[config.mk]
export PLATFORM = sky130hd
export DESIGN_NAME = au_host_sequencer
export DESIGN_NICKNAME = d
export VERILOG_FILES = /design/src/rtl/au_host_sequencer.sv
export SDC_FILE = /design/constraint.sdc
export NUM_CORES = 1
export LEC_CHECK = 0
export CORE_ASPECT_RATIO = 0.6
export CORE_MARGIN = 3
export CORE_UTILIZATION = 40
export DETAILED_ROUTE_END_ITERATION = 16
export PLACE_DENSITY_LB_ADDON = 0.3
export SLEW_MARGIN = 20
export SYNTH_ARGS = -nofsm -noshare
export SYNTH_HDL_FRONTEND = slang
export SYNTH_SLANG_ARGS = --single-unit
export TNS_END_PERCENT = 20
[constraint.sdc]
create_clock -name CLK -period 2 [get_ports CLK]
set_input_delay 0.4 -clock CLK [delete_from_list [all_inputs] [get_ports CLK]]
set_output_delay 0.4 -clock CLK [all_outputs]
set_load 0.02 [all_outputs]
[src/rtl/au_host_sequencer.sv]
// Host-side sequencer for the 16-bit arithmetic unit.
// Takes one whole-word request and turns it into the unit's byte-wide protocol:
// load A/B, execute, read back B. It then returns the result and flags on a
// valid/ready response port.
module au_host_sequencer #(
    parameter int unsigned EXEC_CYCLES = 18,
    parameter int unsigned TIMEOUT     = 255
) (
    input  logic        CLK,
    input  logic        RST,
    input  logic        REQ_VALID,
    output logic        REQ_READY,
    input  logic [1:0]  REQ_OP,
    input  logic        REQ_SIGNED,
    input  logic [15:0] REQ_A,
    input  logic [15:0] REQ_B,
    output logic        RSP_VALID,
    input  logic        RSP_READY,
    output logic [15:0] RSP_RESULT,
    output logic        RSP_P,
    output logic        RSP_N,
    output logic        RSP_ERR,
    output logic [7:0]  AU_DATA,
    output logic [7:0]  AU_CTRL,
    input  logic [7:0]  AU_Q,
    input  logic        AU_P,
    input  logic        AU_N,
    input  logic        AU_F,
    input  logic        AU_ERR
);

    localparam int unsigned CntMax = (EXEC_CYCLES > TIMEOUT) ? EXEC_CYCLES : TIMEOUT;
    localparam int unsigned CntW   = $clog2(CntMax + 1);

    typedef enum logic [3:0] {
        StIdle, StLdAl, StLdAh, StLdBl, StLdBh, StExec, StReadL, StReadH, StResp
    } state_e;

    state_e            state_q, state_d;
    logic              phase_q;     // 0 = first cycle of a 2-cycle step, 1 = second
    logic [CntW-1:0]   cnt_q;
    logic              f_seen_q;
    logic [1:0]        op_q;
    logic              signed_q;
    logic [15:0]       a_q;
    logic [15:0]       b_q;
    logic [15:0]       result_q;
    logic              p_q;
    logic              n_q;
    logic              err_q;

    logic              accept;
    logic              is_mul;
    logic              exec_last;
    logic              exec_timeout;

    assign accept = (state_q == StIdle) && REQ_VALID;
    assign is_mul = (op_q == 2'b11);

    // ADD/SUB run a fixed count; MUL runs one cycle past the first AU_F.
    assign exec_last = (state_q == StExec) &&
                       (is_mul ? f_seen_q : (cnt_q == CntW'(EXEC_CYCLES - 1)));
    assign exec_timeout = (state_q == StExec) && is_mul && !f_seen_q && !AU_F &&
                          (cnt_q == CntW'(TIMEOUT - 1));

    // State register with synchronous reset.
    always_ff @(posedge CLK) begin
        if (RST) begin
            state_q <= StIdle;
        end else begin
            state_q <= state_d;
        end
    end

    // Next-state logic.
    always_comb begin
        state_d = state_q;
        unique case (state_q)
            StIdle:  if (accept) state_d = StLdAl;
            StLdAl:  if (phase_q) state_d = StLdAh;
            StLdAh:  if (phase_q) state_d = StLdBl;
            StLdBl:  if (phase_q) state_d = StLdBh;
            StLdBh:  if (phase_q) state_d = StExec;
            StExec: begin
                if (exec_last) begin
                    state_d = StReadL;
                end else if (exec_timeout) begin
                    state_d = StResp;
                end
            end
            StReadL: if (phase_q) state_d = StReadH;
            StReadH: if (phase_q) state_d = StResp;
            StResp:  if (RSP_READY) state_d = StIdle;
            default: state_d = StIdle;
        endcase
    end

    // Request latch, step counters, readback capture and sticky error.
    always_ff @(posedge CLK) begin
        if (RST) begin
            phase_q  <= 1'b0;
            cnt_q    <= '0;
            f_seen_q <= 1'b0;
            op_q     <= 2'b00;
            signed_q <= 1'b0;
            a_q      <= 16'h0000;
            b_q      <= 16'h0000;
            result_q <= 16'h0000;
            p_q      <= 1'b0;
            n_q      <= 1'b0;
            err_q    <= 1'b0;
        end else begin
            if ((state_q != StIdle) && AU_ERR) begin
                err_q <= 1'b1;
            end
            case (state_q)
                StIdle: begin
                    if (accept) begin
                        // Reserved opcode 00 executes as ADD.
                        op_q     <= (REQ_OP == 2'b00) ? 2'b01 : REQ_OP;
                        signed_q <= REQ_SIGNED;
                        a_q      <= REQ_A;
                        b_q      <= REQ_B;
                        result_q <= 16'h0000;
                        p_q      <= 1'b0;
                        n_q      <= 1'b0;
                        err_q    <= 1'b0;
                        phase_q  <= 1'b0;
                        cnt_q    <= '0;
                        f_seen_q <= 1'b0;
                    end
                end
                StLdAl, StLdAh, StLdBl, StLdBh: begin
                    phase_q <= ~phase_q;
                end
                StExec: begin
                    cnt_q <= cnt_q + CntW'(1);
                    if (is_mul && AU_F) begin
                        f_seen_q <= 1'b1;
                    end
                    if (exec_last) begin
                        p_q   <= AU_P;
                        n_q   <= AU_N;
                        cnt_q <= '0;
                    end
                    if (exec_timeout) begin
                        err_q    <= 1'b1;
                        result_q <= 16'h0000;
                    end
                end
                StReadL: begin
                    phase_q <= ~phase_q;
                    if (phase_q) result_q[7:0] <= AU_Q;
                end
                StReadH: begin
                    phase_q <= ~phase_q;
                    if (phase_q) result_q[15:8] <= AU_Q;
                end
                default: ;
            endcase
        end
    end

    // Outputs decoded from state; C stays at the latched signedness all transaction.
    always_comb begin
        REQ_READY  = (state_q == StIdle);
        RSP_VALID  = (state_q == StResp);
        RSP_RESULT = result_q;
        RSP_P      = p_q;
        RSP_N      = n_q;
        RSP_ERR    = err_q;
        AU_DATA    = 8'h00;
        AU_CTRL    = 8'h00;
        unique case (state_q)
            StIdle: ;
            StLdAl: begin
                AU_DATA = a_q[7:0];
                AU_CTRL = {signed_q, 2'b00, 2'b00, 1'b1, ~phase_q, 1'b0};
            end
            StLdAh: begin
                AU_DATA = a_q[15:8];
                AU_CTRL = {signed_q, 2'b00, 2'b01, 1'b1, ~phase_q, 1'b0};
            end
            StLdBl: begin
                AU_DATA = is_mul ? 8'h00 : b_q[7:0];
                AU_CTRL = {signed_q, 2'b00, 2'b10, 1'b1, ~phase_q, 1'b0};
            end
            StLdBh: begin
                AU_DATA = is_mul ? 8'h00 : b_q[15:8];
                AU_CTRL = {signed_q, 2'b00, 2'b11, 1'b1, ~phase_q, 1'b0};
            end
            StExec: begin
                AU_DATA = is_mul ? b_q[7:0] : 8'h00;
                AU_CTRL = {signed_q, op_q, 2'b00, 1'b1, 1'b1, 1'b0};
            end
            StReadL: AU_CTRL = {signed_q, 2'b00, 2'b10, 3'b000};
            StReadH: AU_CTRL = {signed_q, 2'b00, 2'b11, 3'b000};
            StResp:  AU_CTRL = {signed_q, 7'b0000000};
            default: ;
        endcase
    end

endmodule

# ---- Yosys cells after proc, flatten, opt, wreduce, memory -nomap -nowiden
# Index checks and enable logic that the tools add are counted.
dict set report word_totals {
  regBits 68
  in_bits 51
  output_inout_bits 37
  elab_cells 102
}
dict set report op_classes {
  n_addsub 1
  eq_ne 23
  muxes 38
  n_bitwise 1
  reduce_logical 26
}
# cell count
set ops {}
lappend ops {{$pmux W8 S8} 1}
lappend ops {{$mux W8} 6}
lappend ops {{$pmux W8 S3} 2}
lappend ops {{$mux W4} 10}
lappend ops {{$pmux W8 S5} 1}
lappend ops {{$pmux W4 S9} 1}
lappend ops {{$mux W16} 2}
lappend ops {{$eq A4 B3 Y1 const B} 4}
lappend ops {{$ne A2 B2 Y1 const B} 8}
lappend ops {{$pmux W8 S2} 1}
lappend ops {{$pmux W1 S2} 5}
lappend ops {{$reduce_and A9 Y1} 1}
lappend ops {{$add A8 B1 Y8 const B} 1}
lappend ops {{$eq A4 B2 Y1 const B} 2}
lappend ops {{$eq A8 B5 Y1 const B} 1}
lappend ops {{$eq A8 B8 Y1 const B} 1}
lappend ops {{$logic_and A1 B1 Y1} 8}
lappend ops {{$mux W1} 8}
lappend ops {{$reduce_and A4 Y1} 2}
lappend ops {{$ne A2 B1 Y1 const B} 3}
lappend ops {{$reduce_and A2 Y1} 3}
lappend ops {{$reduce_and A3 Y1} 2}
lappend ops {{$reduce_bool A3 Y1} 2}
lappend ops {{$reduce_or A6 Y1} 1}
lappend ops {{11 further kinds} 13}

# ---- Longest topological paths before layout
dict set report logic_depth {
  word_depth 8
  depth_mapped 8
  mapped_depth_nobuf 7
}

# ---- Worst setup path after synthesis
# Ideal clock, no wire load.
dict set report synth_path {
  path_kind {flip-flop to flip-flop}
  start {reg state_q[3]}
  end {reg f_seen_q}
  setup_time_ps 128
  t_arrival_ps 2131
  required_ps 1872
  setup_slack_ps -259
  stages_incl_launch_ff 8
  path_buffers 2
  synth_period_minus_slack_ps 2259
  path_cell_list {dfxtp_1 > or2_2 > clkbuf_1 > nor3_1 > nand2_1 > clkbuf_1 > a32oi_1 > nor2_1}
}
dict set report synth_between {
  elab_chain_len 4
  elab_cells_between_ends 8
  classes_between {3 x eq/ne; 1 x mux; 4 x reduce/logical}
}
# element line
set synth_rtl {}
lappend synth_rtl {{start, declared} 39} ;# state_e state_q, state_d;
lappend synth_rtl {{start signal, assigned} 69} ;# state_q <= StIdle;
lappend synth_rtl {{start signal, assigned} 71} ;# state_q <= state_d;
lappend synth_rtl {{$logic_not A4 Y1 (*)} -}
lappend synth_rtl {{named net REQ_READY} 12} ;# output logic REQ_READY,
lappend synth_rtl {{$logic_and A1 B1 Y1} 57} ;# assign accept = (state_q == StIdle) && REQ_VALID;
lappend synth_rtl {{$ne A2 B1 Y1 (no line)} -}
lappend synth_rtl {{$reduce_and A3 Y1 (no line)} -}
lappend synth_rtl {{end signal, assigned} 103} ;# f_seen_q <= 1'b0;
lappend synth_rtl {{end signal, assigned} 130} ;# f_seen_q <= 1'b0;
lappend synth_rtl {{end signal, assigned} 139} ;# f_seen_q <= 1'b1;
lappend synth_rtl {{end, declared} 42} ;# logic f_seen_q;
# Mark *: on every way through the listed nets, which the timed path passes. The rest lies on a longest branch.
# A chain may end at the register's enable or synchronous reset.

# ---- Worst setup path in the final report
dict set report layout_path {
  start {reg op_q[1]}
  end {out AU_DATA[6]}
}
dict set report layout_between {
  elab_chain_len 3
  elab_cells_between_ends 5
  classes_between {1 x eq/ne; 4 x mux}
}
# element line
set layout_rtl {}
lappend layout_rtl {{start, declared} 43} ;# logic [1:0] op_q;
lappend layout_rtl {{start signal, assigned} 120} ;# op_q <= (REQ_OP == 2'b00) ? 2'b01 : REQ_OP;
lappend layout_rtl {{$eq A2 B2 Y1 (*)} 58} ;# assign is_mul = (op_q == 2'b11);
lappend layout_rtl {{$mux W8, on equally long branches} {193, 185, 189}}
lappend layout_rtl {{$pmux W8 S5 (*)} 174} ;# unique case (state_q)
lappend layout_rtl {{end, declared} 23} ;# output logic [7:0] AU_DATA,
# Every way passes the cells marked *; elsewhere a longest branch is shown, timed or not.

==> Flow_metrics.wiki <==
{| class="wikitable"
! Metric !! Value
|-
| Run status || complete, but fails checks
|-
| Violated checks || negative setup slack
|-
| Non-Filler Instances || 609
|-
| CTS sink cnt || 68
|-
| Die area || 8920 um^2
|-
| Cell chosen for the clock root || sky130_fd_sc_hd__clkbuf_16
|-
| Startpoint of the worst setup timing path || op_q[1]
|-
| Later-pin clock latency in the skew report || 0.33 ns
|-
| Cell-by-cell listing of the critical path || and2_4 > and3_4 > a21oi_4 > nor3_4 > buf_12 > a221o_1 > buf_6
|-
| Relative slew margins || around two thirds
|-
| Antenna violations before repair || 0
|-
| Class of the tightest hold or removal check || reg -> reg
|-
| Mapped Area || between 3000 and 4000 um^2
|-
| Combined global-route utilization of all metal layers || 22.6%
|-
| Number of buffers on the longest clock path || 2
|-
| Smallest hold slack || 0.454 ns
|-
| Routability congestion estimate || approximately 0.93
|-
| Pwr Total || 5.33 mW
|-
| Port bufs || 86
|-
| EDFF count, synth || 0
|-
| Vias post-DR || 3,317
|-
| Switching part of the total || 34.4%
|-
| Crit path buf inv count || 2
|-
| Top FF cell, synth || sky130_fd_sc_hd__dfxtp_1
|-
| Iteration-0 DRC Markers || 280
|-
| Fraction of final layout cells sized beyond drive strength 1 || ~23%
|-
| Required time worst endpoint || 1.60 ns
|-
| Most frequent cells in the layout || 78 x sky130_fd_sc_hd__nand2_1, 68 x sky130_fd_sc_hd__clkdlybuf4s50_1, 62 x sky130_fd_sc_hd__dfxtp_1
|-
| Maximum clock skew at final layout || 0.00489 ns
|-
| Post-synth net total || between 400 and 500
|-
| CP Depth || 7
|-
| Post-layout nets || 554
|-
| Placed insts || around 590
|-
| Max-cap violations || 0
|-
| Num CTS Buffers || 9
|-
| Max Fanout on Critical Path || 7
|-
| Worst path max stage delay || 0.32 ns
|-
| Number of instances in the synthesized netlist || 383
|-
| Setup TNS Final || -1.84 ns
|-
| Area growth from synthesis to layout || 56.7%
|-
| Net switching component of the power || 1.83 mW
|-
| Core area || between 7000 and 8000 um^2
|-
| Critical path class || reg -> out
|-
| TritonCTS clock tree || yes
|-
| Fill cells || 649
|-
| Category of cells accounting for the largest share of critical-path delay || compound AO/OA/AOI/OAI gates
|-
| Proportion of power drawn by the clock network || between 20 and 30%
|-
| Static power due to leakage || between 1.5 and 2 nW
|-
| RSZ-0062 raised after global routing || true
|-
| Final worst path period share || 110%
|-
| Maximum vdd ir drop || 0.000844 V
|-
| Critical Path Sink || AU_DATA[6]
|-
| Share of the yosys chip area belonging to registers || 43.7%
|-
| Per-cell via count in the routed design || 5.45
|-
| Depth of the worst register-to-register path || 7
|-
| Number of rows created at floorplan || 24
|-
| Crit path capture type || primary output
|-
| Remaining antenna violation count after routing || 0
|-
| Final worst path period need || roughly 2.2 ns
|-
| Global-route wire length before repair || 15.9 mm
|-
| Relative contribution of sequential cells to total power || 31.2%
|-
| Beginning of the worst register-to-register path || state_q[0]
|-
| Critical Path Slowest Stage Cell || sky130_fd_sc_hd__a221o_1
|-
| Final Hold Viols || 0
|-
| Data arrival at the endpoint of the critical path || 1.81 ns
|-
| DRC Markers || 0
|-
| Initial cell density of the core || 42.0%
|-
| Max Fclk || between 400 and 500 MHz
|-
| Yosys Warn Count || 0
|-
| Overflow after GRT || 0
|-
| Width of the die || 120 um
|-
| Setup-violating endpoint count in the final report || 11
|-
| Reg-to-reg setup timing slack || -0.13 ns
|-
| Cell internal power dissipation || 3.50 mW
|-
| Maximum number of pins on one net before global-route repair || 36
|-
| Post-synthesis area per instance || 8.14 um^2
|-
| Combinational group share of total power || 39.2%
|-
| Slew at the pin closest to its max-slew limit || between 0.5 and 0.6 ns
|-
| Flops & latches, synth || 68
|-
| Post-Route WL || 9.61 mm
|-
| Detail-routed net length per standard cell || 15.8 um
|-
| Final slew viol count || 0
|-
| Core occupancy in the finished layout || 65.8%
|-
| Ports placed on the boundary || around 90
|-
| Kind of launch point of the worst setup path || flip-flop
|-
| P per Cell Area || 1090 nW/um^2
|-
| Maximum level of the CTS H-tree || 3
|-
| Ys async rst share || 0%
|-
| Reg2Reg Capture Point || cnt_q[5]
|-
| Half-perimeter wire length of the detailed placement result || 6.79 mm
|-
| Commonest non-fill, non-tap cell in the layout || sky130_fd_sc_hd__nand2_1
|-
| Antenna diode instance count || 0
|-
| Die Ht || 74.4 um
|-
| Setup slack after layout || -0.209 ns
|-
| DR pass1 iterations || 5
|-
| Reg clk slew, reported paths || 0.05 ns
|-
| Number of unique standard cell types used by synthesis || 52
|-
| Number of global-route vias before repair || between 3,000 and 4,000
|}
[metrics by stage]
step / cell area [um^2] / setup slack (ns)
6_report: 4880 / -0.209
5_1_grt: 4880 / -0.271
4_1_cts: 4780 / -0.216
3_5_place_dp: 4320 / -0.996
3_3_place_gp: 4320 / -0.810
2_1_floorplan: 3130 / -0.161
[layer usage]
| metal | vias to the layer above | GRT usage, % | part of all wire, % |
|---|---|---|---|
| met5 | - | 0 | 0 |
| met1 | 1545 | 30.9 | 46 |
| li1 | 1600 | - | - |
| met3 | 10 | 8.13 | 11 |
| met4 | 0 | 5.71 | 1.0 |
| met2 | 162 | 34.4 | 42 |
[worst min-delay path, cell delays in order, from the launching register on]
cell	delay [ns]
sky130_fd_sc_hd__dfxtp_1	0.31
sky130_fd_sc_hd__nand2_1	0.05
sky130_fd_sc_hd__a21oi_1	0.05
[synth_stat cells (2+ instances only)]
cell	n	area share, %
sky130_fd_sc_hd__a22oi_1	10	2.4
sky130_fd_sc_hd__or3_1	2	0.40
sky130_fd_sc_hd__nand3_1	4	0.64
sky130_fd_sc_hd__nor2b_1	4	0.80
sky130_fd_sc_hd__clkbuf_1	17	2.0
sky130_fd_sc_hd__o31ai_1	2	0.48
sky130_fd_sc_hd__a21oi_1	49	7.9
sky130_fd_sc_hd__buf_2	8	1.3
sky130_fd_sc_hd__a221o_1	8	2.6
sky130_fd_sc_hd__mux2i_1	2	0.64
sky130_fd_sc_hd__xor2_1	3	0.84
sky130_fd_sc_hd__nor3_1	10	1.6
sky130_fd_sc_hd__a22o_1	17	4.8
sky130_fd_sc_hd__o21a_1	2	0.48
sky130_fd_sc_hd__nand4_1	3	0.60
sky130_fd_sc_hd__nand2_1	78	9.4
sky130_fd_sc_hd__o21ai_0	6	0.96
sky130_fd_sc_hd__dfxtp_1	68	44
sky130_fd_sc_hd__nand2b_1	7	1.4
sky130_fd_sc_hd__nor4_1	2	0.40
sky130_fd_sc_hd__or4_1	3	0.72
sky130_fd_sc_hd__a211oi_1	3	0.72
sky130_fd_sc_hd__and3_1	3	0.60
sky130_fd_sc_hd__and2_1	7	1.4
sky130_fd_sc_hd__inv_1	5	0.60
sky130_fd_sc_hd__nand4b_1	2	0.56
sky130_fd_sc_hd__nor3b_1	5	1.2
sky130_fd_sc_hd__ha_1	3	1.2
sky130_fd_sc_hd__nor2_1	26	3.1
sky130_fd_sc_hd__o22ai_1	2	0.40
[final cells by class]
type / instances / area, um^2 / area share (%)
inverters: 5 / 18.8 / 0.384
multi-input cells: 284 / 1780 / 36.5
repair buffers: 132 / 1270 / 26.1
clock buffers: 10 / 239 / 4.89
flip-flops and latches: 68 / 1370 / 28.1
clock inverters: 6 / 63.8 / 1.31
well taps: 104 / 130 / 2.66
[power groups by stage]
| stage | Combinational (mW) | Clock [mW] | Sequential, mW |
|---|---|---|---|
| finish | 2.09 | 1.58 | 1.66 |
| global route | 2.27 | 1.67 | 1.68 |
| CTS | 2.01 | 1.61 | 1.65 |
| detailed placement | 1.84 | 0 | 1.67 |
| global placement | 1.81 | 0 | 1.66 |
| floorplan | 1.08 | 0 | 1.63 |
[flip-flops by register name (all words and copies together), names as in the netlist]
register	cells
RSP_ERR	1
RSP_N	1
RSP_P	1
RSP_RESULT	16
a_q	16
b_q	16
cnt_q	8
f_seen_q	1
op_q	2
phase_q	1
signed_q	1
state_q	4
[worst min-delay path by stage]
stage               startpoint        to  slack, ns  depth (start not counted)
floorplan              a_q[10]   a_q[10]       0.44                          2
global placement       a_q[11]   a_q[11]       0.44                          2
detailed placement      a_q[7]    a_q[7]       0.45                          2
CTS                        RST  cnt_q[4]       0.44                          2
global route               RST     RSP_N       0.45                          2
finish                  b_q[6]    b_q[6]       0.45                          2
[logic make-up after synthesis]
| kind of cell | synth area share [%] |
|---|---|
| and+or+nand+nor | 25.3 |
| other | 0.120 |
| muxes | 1.00 |
| DFF | 43.7 |
| AOI/OAI and AO/OA | 23.3 |
| adders and majority gates | 1.20 |
| buffers and inverters | 4.30 |
| xor gates and xnor gates | 1.12 |
[timing repair]
action,in CTS,in global routing
pin swaps,9,14
hold buffers,0,0
gates cloned,1,0
endpoints found under the setup margin,37,44
gates resized for setup,110,26
hold endpoints to repair,0,0
buffers inserted,5,0
(Power assumes the default switching activity.)
